<file path="config.mk">
export PLATFORM = sky130hd
export DESIGN_NAME = match_sequencer
export DESIGN_NICKNAME = d
export VERILOG_FILES = /design/src/rtl/match_sequencer.sv
export SDC_FILE = /design/constraint.sdc
export NUM_CORES = 1
export LEC_CHECK = 0
export BUFFER_PORTS_ARGS = -buffer_cell sky130_fd_sc_hd__buf_2
export CAP_MARGIN = 15
export CORE_MARGIN = 2
export CORE_UTILIZATION = 45
export CTS_CLUSTER_SIZE = 12
export DETAILED_ROUTE_END_ITERATION = 6
export SYNTH_ARGS = -nofsm -noshare
export SYNTH_HDL_FRONTEND = slang
export SYNTH_SLANG_ARGS = --single-unit
</file>
<file path="constraint.sdc">
create_clock -name clk25MHz -period 3.7 [get_ports clk25MHz]
set_input_delay 0.37 -clock clk25MHz [delete_from_list [all_inputs] [get_ports clk25MHz]]
set_output_delay 0.37 -clock clk25MHz [all_outputs]
set_load 0.005 [all_outputs]
</file>
<file path="src/rtl/match_sequencer.sv">
// Game-flow controller: picks targets, times the show/wait phases,
// scores held cursor hits and declares win or timeout loss.
module match_sequencer #(
  parameter int SHOW_CYCLES    = 12_500_000,
  parameter int TIMEOUT_CYCLES = 75_000_000,
  parameter int HOLD_CYCLES    = 4,
  parameter int MAX_STEP       = 5,
  parameter logic [7:0] LFSR_SEED = 8'hA5
) (
  input  logic       clk25MHz,
  input  logic       rst,
  input  logic       start,
  input  logic [2:0] match,
  output logic [2:0] step,
  output logic [2:0] variety,
  output logic       showing,
  output logic [7:0] score,
  output logic       win,
  output logic       game_over
);

  typedef enum logic [1:0] {
    IDLE,
    SHOW,
    WAIT,
    DONE
  } state_t;

  localparam logic [26:0] SHOW_LAST = 27'(SHOW_CYCLES - 1);
  localparam logic [26:0] TO_LAST   = 27'(TIMEOUT_CYCLES - 1);
  localparam logic [7:0]  HOLD_LAST = 8'(HOLD_CYCLES - 1);
  localparam logic [2:0]  LAST_STEP = 3'(MAX_STEP);

  state_t      state;
  logic [7:0]  lfsr;
  logic        start_q;
  logic        go;
  logic [26:0] cnt;
  logic [7:0]  hold;
  logic [2:0]  target;
  logic        same;
  logic        hit;

  // Never place the new target under the cursor.
  function automatic logic [2:0] pick(
    input logic [7:0] l,
    input logic [2:0] m
  );
    logic [1:0] cand;
    cand = l[1:0];
    if (cand == m[1:0]) return {1'b0, cand + 2'd1};
    return {1'b0, cand};
  endfunction

  assign target = pick(lfsr, match);
  assign same   = (match == variety);
  assign hit    = same && (hold == HOLD_LAST);

  always_ff @(posedge clk25MHz or posedge rst) begin
    if (rst) begin
      state     <= IDLE;
      lfsr      <= LFSR_SEED;
      start_q   <= 1'b0;
      go        <= 1'b0;
      cnt       <= '0;
      hold      <= '0;
      step      <= 3'd0;
      variety   <= 3'b111;
      showing   <= 1'b0;
      score     <= 8'd0;
      win       <= 1'b0;
      game_over <= 1'b0;
    end else begin
      lfsr    <= {lfsr[6:0], lfsr[7] ^ lfsr[5] ^ lfsr[4] ^ lfsr[3]};
      start_q <= start;
      go      <= start & ~start_q;
      unique case (state)
        IDLE, DONE: begin
          if (go) begin
            win       <= 1'b0;
            game_over <= 1'b0;
            score     <= 8'd0;
            step      <= 3'd1;
            variety   <= target;
            cnt       <= '0;
            hold      <= '0;
            showing   <= 1'b1;
            state     <= SHOW;
          end
        end
        SHOW: begin
          if (cnt == SHOW_LAST) begin
            cnt     <= '0;
            showing <= 1'b0;
            state   <= WAIT;
          end else begin
            cnt <= cnt + 27'd1;
          end
        end
        WAIT: begin
          if (hit) begin
            if (score != 8'hFF) score <= score + 8'd1;
            if (step == LAST_STEP) begin
              win   <= 1'b1;
              state <= DONE;
            end else begin
              step    <= step + 3'd1;
              variety <= target;
              cnt     <= '0;
              hold    <= '0;
              showing <= 1'b1;
              state   <= SHOW;
            end
          end else if (cnt == TO_LAST) begin
            game_over <= 1'b1;
            state     <= DONE;
          end else begin
            cnt  <= cnt + 27'd1;
            hold <= same ? hold + 8'd1 : 8'd0;
          end
        end
        default: state <= IDLE;
      endcase
    end
  end

endmodule

</file>
==> results of run 1 <==
==> final timing paths <==
check,end,slack [ns],from
max in group asynchronous,cnt[23],2.63,rst
max reg2reg,cnt[13],0.64,hold[1]
min,start_q,0.14,start
min in group asynchronous,cnt[5],0.23,rst
max,cnt[13],0.64,hold[1]
min reg2reg,lfsr[7],0.36,lfsr[6]
==> sequential cells by signal (all words and copies together), names as in the netlist <==
register   count
hold           8
variety        3
go             1
score          8
showing        1
game_over      1
step           3
win            1
state          2
start_q        1
cnt           27
lfsr           8
==> layout by cell type (no fill, tap or decap), drive strengths merged, types with 3 or more instances in the layout <==
cell,n
and4,5
nand3,30
or2,5
o21ai,26
a22o,7
inv,14
a31oi,11
a21oi,16
nor4,7
nand2,37
o41ai,3
xor2,9
a31o,4
nand4,14
nand3b,3
a211oi,5
clkbuf,9
nor3,6
ha,8
dfstp,7
o211ai,3
a21o,6
or4,4
o31ai,3
bufinv,3
o22ai,3
clkinv,3
buf,28
and2,5
xnor2,5
dfrtp,57
nor2,22
and3,9
mux2i,4
==> worst reg2reg max path, cell delays in order (launching register included) <==
cell and delay [ns]:
dfrtp_1 0.37, ha_1 0.21, or4b_1 0.47, nor4_1 0.42
a211oi_2 0.16, o21ai_2 0.54, nand2_1 0.36, o311ai_0 0.41
==> area by class of cell <==
cell class	instances	share of cell area, %
Multi-Input combinational cell	286	46.02
Sequential cell	64	39.70
Timing Repair Buffer	28	3.825
Tap cell	102	3.146
Clock buffer	9	3.054
Clock inverter	7	2.961
Inverter	14	1.295
==> layer usage <==
layer	GRT usage, %	vias up	wire, µm
li1	-	1470	-
met1	30.19	1454	4143
met2	30.83	70	3770
met3	4.815	11	380
met4	6.522	0	114
met5	0	-	0
==> report_power, final <==
group | internal, µW | total, µW | switching, µW
Clock | 448 | 738 | 290
Combinational | 323 | 912 | 589
Sequential | 753 | 803 | 49.3
==> cell families after synthesis <==
family	after synthesis
buffers and inverters	32
AO/OA/AOI/OAI	96
XOR/XNOR	14
adder cells (fa/ha/maj)	8
multiplexers	6
AND/OR/NAND/NOR	162
flip-flops	64
==> stage by stage <==
stage | area [µm²] | setup slack (ns)
5_1_grt | 4056 | 0.4075
3_5_place_dp | 3812 | 0.6009
6_report | 4056 | 0.6381
4_1_cts | 4056 | 0.6083
2_1_floorplan | 3626 | 1.233
3_3_place_gp | 3812 | 0.7432
==> flow_summary.yaml, run 1 <==
yosys:
  synth-compound-area-share_pct: 18.81
  synth_top_area_share_pct: 39.34
  synth_edf_count: 0
  muxShareOfSynthArea_pct: 1.829
  synth_top_family_by_area: "simple AND/OR/NAND/NOR gates"
  syn_area_per_cell_um2: 9.492
  synth-async-reset-ratio_pct: 100.0
  synth_common_cells: "dfrtp_1, nand2_1, nand3_1"
  yosys.cell_types.count: 67
  synth.ff_latch_count: 64
  ys_warn_count: 0
  syn-cell-area_um2: 3626
  yosys.area_share.adder_pct: 2.761
  synth_cells: 382
  synth_xor_area_share_pct: 3.382
  synthesis.nets: 396
  synth_most_common_cell: "dfrtp_1"
  ys.flop_type: "dfrtp_1"
  synth_top_cell_by_area: "dfrtp_1"
  yosys.area_share.simple_pct: 24.71
  ys_top_cells_by_area: "dfrtp_1, dfstp_2, nand3_1"
  yosysSeqAreaShare_pct: 44.41
clock_tree:
  cts.sinks: 64
  cts_resized: 0
  htreeDepth: 3
  root_buffer: "clkbuf_8"
  clk_latency_ns: 0.35
  clk_pin_slew_ns: 0.07
  cts_hold_buf: 0
  numCtsBuffers: 9
  cts_tree: "done"
  cts_setup_buffers: 0
  cts_buffer_depth: 2
finish:
  area_delta_synth_final_pct: 11.87
  num-nets-final: 417
  diodes: 0
  multiInputGateArea_um2: 1867
  finish.utilization_pct: 52.22
  layout.cells.non_filler: 510
  drive_above_1_share_pct: 18.14
  seqCellArea_um2: 1610
  nFillCells: 749
routing:
  drtAntennaViolNets: 0
  drc: 0
  dr.pass1.iters: 5
  wl_per_cell_um: 16.49
  drt-total-wl_um: 8408
  viasPerCell: 5.892
  vias: 3005
  first_iter_violations: 226
timing:
  finalSetupViolCount: 0
  slew_headroom_pct: 37.41
  hold_slack_ns: 0.1376
  clock_skew_ns: 0.006747
  tns_ns: 0
  tightest_slew_ns: 0.9376
  layout_worst_path_cycle_share_pct: 82.75
  rsz0062_at_grt: "no"
  hold_violations: 0
  fmax_mhz: 326.6
  drv_slew: 0
  finalWorstPathRequiredPeriod_ns: 3.062
worst_setup_path:
  crit_arrival_ns: 3.29
  setup.worst_path.end_class: "flip-flop"
  critPathSlowestCell: "o21ai_2"
  critPathMaxStageDelay_ns: 0.54
  worstPathCellList: "ha_1 > or4b_1 > nor4_1 > a211oi_2 > o21ai_2 > nand2_1 > o311ai_0"
  worstPathMaxFanout: 14
  crit_buf_inv: 0
  critPathTopFamily: "simple AND/OR/NAND/NOR gates"
  r2r_cells: 7
  crit_path_start_kind: "flip-flop"
  required_ns: 3.93
  crit_type: "flip-flop to flip-flop"
  critical_path_cell_count: 7
floorplanning:
  start_util_pct: 46.68
  core_area_um2: 7767
  num_rows: 32
  fp.dieW_um: 93.77
  boundaryPins: 23
  die_h_um: 93.77
  die_area_um2: 8792
grt:
  grt_pass1_vias: 2894
  grt_pass1_wl_um: 14360
  grt_max_degree: 46
  antenna_found_initial: 0
  grt.overflow.total: 0
  track_usage_pct: 20.81
power:
  power_density_nw_per_um2: 604.7
  peakVddDrop_v: 0.0002996
  power.leakage_uw: 0.001754
  finalPower_uw: 2453
place:
  place.gp.congestion: 0.8369
  place_inst: 494
  place_hpwl_um: 5718
  numPortBuffers: 22
job:
  maxCapViolCount: 0
worst_hold_path:
  holdPathStages: 1
  worstHoldPathType: "input port to flip-flop"
outcome:
  outcome: "finished clean"
Power figures use the tool's default switching activity.
==> inputs of run 2 (changes only) <==
Settings changed: ABC_AREA set to 1.
Clock period 3.7 ns to 3.1 ns, I/O delays scaled along.
==> flow_summary.yaml, run 2 <==
yosys:
  synth_edf_count: 0
  ys_top_cells_by_area: "dfrtp_1, nand2_1, nand3_1"
  ys.flop_type: "dfrtp_1"
  syn_area_per_cell_um2: 7.397
  ys_warn_count: 0
  synth_top_area_share_pct: 36.18
  synthesis.nets: 547
  yosys.cell_types.count: 35
  synth-async-reset-ratio_pct: 100.0
  synth_top_cell_by_area: "dfrtp_1"
  synth.ff_latch_count: 64
  synth_common_cells: "nand2_1, inv_1, dfrtp_1"
  synth_cells: 533
  yosysSeqAreaShare_pct: 40.84
  synth_most_common_cell: "nand2_1"
  syn-cell-area_um2: 3943
worst_setup_path:
  r2r_cells: 10
  crit_type: "flip-flop to flip-flop"
  crit_arrival_ns: 2.39
  setup.worst_path.end_class: "flip-flop"
  crit_path_start_kind: "flip-flop"
  r2r-start: "state[0]"
  r2r-end: "cnt[7]"
  cp-startpoint: "state[0]"
  required_ns: 3.32
  rrSetupSlack_ns: 0.94
  worstPathMaxFanout: 30
  setup.worst_path.end: "cnt[7]"
grt:
  grt_max_degree: 31
  antenna_found_initial: 0
  grt.overflow.total: 0
  grt_pass1_vias: 3309
  track_usage_pct: 19.02
  grt_pass1_wl_um: 14810
timing:
  clock_skew_ns: 0.007033
  tns_ns: 0
  hold_violations: 0
  finalWorstPathRequiredPeriod_ns: 2.161
  layout_worst_path_cycle_share_pct: 69.70
  drv_slew: 0
  fmax_mhz: 462.8
  slew_headroom_pct: 67.94
  finalSetupViolCount: 0
  rsz0062_at_grt: "no"
  tightest_slew_ns: 0.4802
floorplanning:
  die_area_um2: 9526
  num_rows: 34
  start_util_pct: 45.88
  boundaryPins: 23
  fp.dieW_um: 97.60
  core_area_um2: 8593
  die_h_um: 97.60
finish:
  drive_above_1_share_pct: 12.92
  largest_reg_flops: 27
  nFillCells: 847
  largest_register: "cnt"
  num-nets-final: 574
  final_cell_mix: "nand2_1, inv_1, dfrtp_1"
  diodes: 0
  design_area_um2: 4379
  final_common_cell: "nand2_1"
  area_delta_synth_final_pct: 11.08
clock_tree:
  cts_tree: "done"
  cts_setup_buffers: 0
  cts.sinks: 64
  htreeDepth: 3
  root_buffer: "clkbuf_8"
  cts_resized: 0
  clk_pin_slew_ns: 0.08
  cts_buffer_depth: 2
  numCtsBuffers: 9
  clk_latency_ns: 0.34
routing:
  viasPerCell: 4.984
  drt-total-wl_um: 8325
  wl_per_cell_um: 12.37
  drtAntennaViolNets: 0
  vias: 3354
  dr.pass1.iters: 4
  first_iter_violations: 135
  drc: 0
job:
  maxCapViolCount: 0
place:
  place.gp.congestion: 0.8519
  place_hpwl_um: 5962
  placed_cell_area_um2: 4128
  numPortBuffers: 22
power:
  power_density_nw_per_um2: 627.0
  peakVddDrop_v: 0.0005155
  p_sw_share_pct: 39.87
  power.switching_uw: 1095
  power_frac_seq_pct: 35.1
  pwr-share-comb_pct: 35.0
  power.leakage_uw: 0.002151
  p_int_uw: 1651
  pwr-share-clk_pct: 29.9
worst_hold_path:
  worstHoldPathType: "input port to flip-flop"
outcome:
  outcome: "finished clean"
run 2: cell count changes in the layout (fill, tap and decap cells not counted), moves of 11 or more:
| cell | delta |
|---|---|
| a21oi_1 | -12 |
| a31oi_1 | -11 |
| inv_1 | +45 |
| nand2_1 | +141 |
| nand3_1 | +21 |
| nor2_1 | +30 |
| o21ai_0 | -14 |
| o21ai_1 | +12 |
| xor2_1 | +13 |
run 2: worst max-delay path: stages, from the launching register on:
cell and delay, ns:
dfrtp_1 0.39, inv_1 0.06, ha_1 0.25, inv_1 0.32, nor2_1 0.09, inv_1 0.16
nand2_4 0.10, nand2_8 0.21, nand2_4 0.24, nand2_1 0.12, o21ai_1 0.07
run 2: how the worst min path moves through the flow:
stage	start	to	cells after the start
6_report	start	start_q	1
5_1_grt	start	start_q	1
4_1_cts	start	start_q	1
3_5_place_dp	lfsr[6]	lfsr[7]	0
3_3_place_gp	lfsr[6]	lfsr[7]	0
2_1_floorplan	lfsr[6]	lfsr[7]	0
run 2: final cells by class:
| class | count | area (µm²) | area share (%) |
|---|---|---|---|
| Timing Repair Buffer | 27 | 157.7 | 3.600 |
| Multi-Input combinational cell | 396 | 2017 | 46.06 |
| Tap cell | 108 | 135.1 | 3.086 |
| Clock inverter | 7 | 102.6 | 2.343 |
| Inverter | 62 | 232.7 | 5.314 |
| Clock buffer | 9 | 123.9 | 2.829 |
| Sequential cell | 64 | 1610 | 36.77 |
run 2: logic make-up (layout without fill, tap and decap cells):
logic type                 Yosys count  after routing  share of synthesized area, %
and+or+nand+nor                    322            322                         36.50
DFF                                 64             64                         40.84
AOI/OAI and AO/OA                   35             35                         5.236
buffers and inverters               73            105                         7.997
adders and majority gates            8              8                         2.539
xor gates and xnor gates            31             31                         6.887
run 2: metrics by stage:
step	utilization [%]	setup WS (ns)	hold slack (ns)	total power, µW	cells
detailed placement	48.03	0.6852	0.3531	1922	655
global route	50.96	0.6884	0.06432	2958	673
finish	50.96	0.9392	0.08418	2746	673
floorplan	-	1.203	0.3330	1776	533
global placement	48.03	0.7519	0.3390	1914	655
CTS	50.79	0.6772	0.06747	2759	672
run 2: power by group through the flow:
stage                     clock (µW)  combinational (µW)  sequential [µW]
after floorplan                    0                 804              972
after CTS                        847                 948              964
after global routing             895                1090              973
after global placement             0                 937              978
final                            822                 961              963
after detailed placement           0                 942              980
run 2: per-layer routing:
layer	global-route usage (%)	share of wire, %	wire (µm)
met1	25.25	50	4137
met2	30.34	46	3836
met3	4.388	2.7	222
met4	7.158	1.5	128
met5	0	0	0
run 2: repair_timing:
item                                    4_1_cts  5_1_grt
hold buffers                                  1        0
endpoints found under the hold margin        15        0
endpoints found under the setup margin        0        0
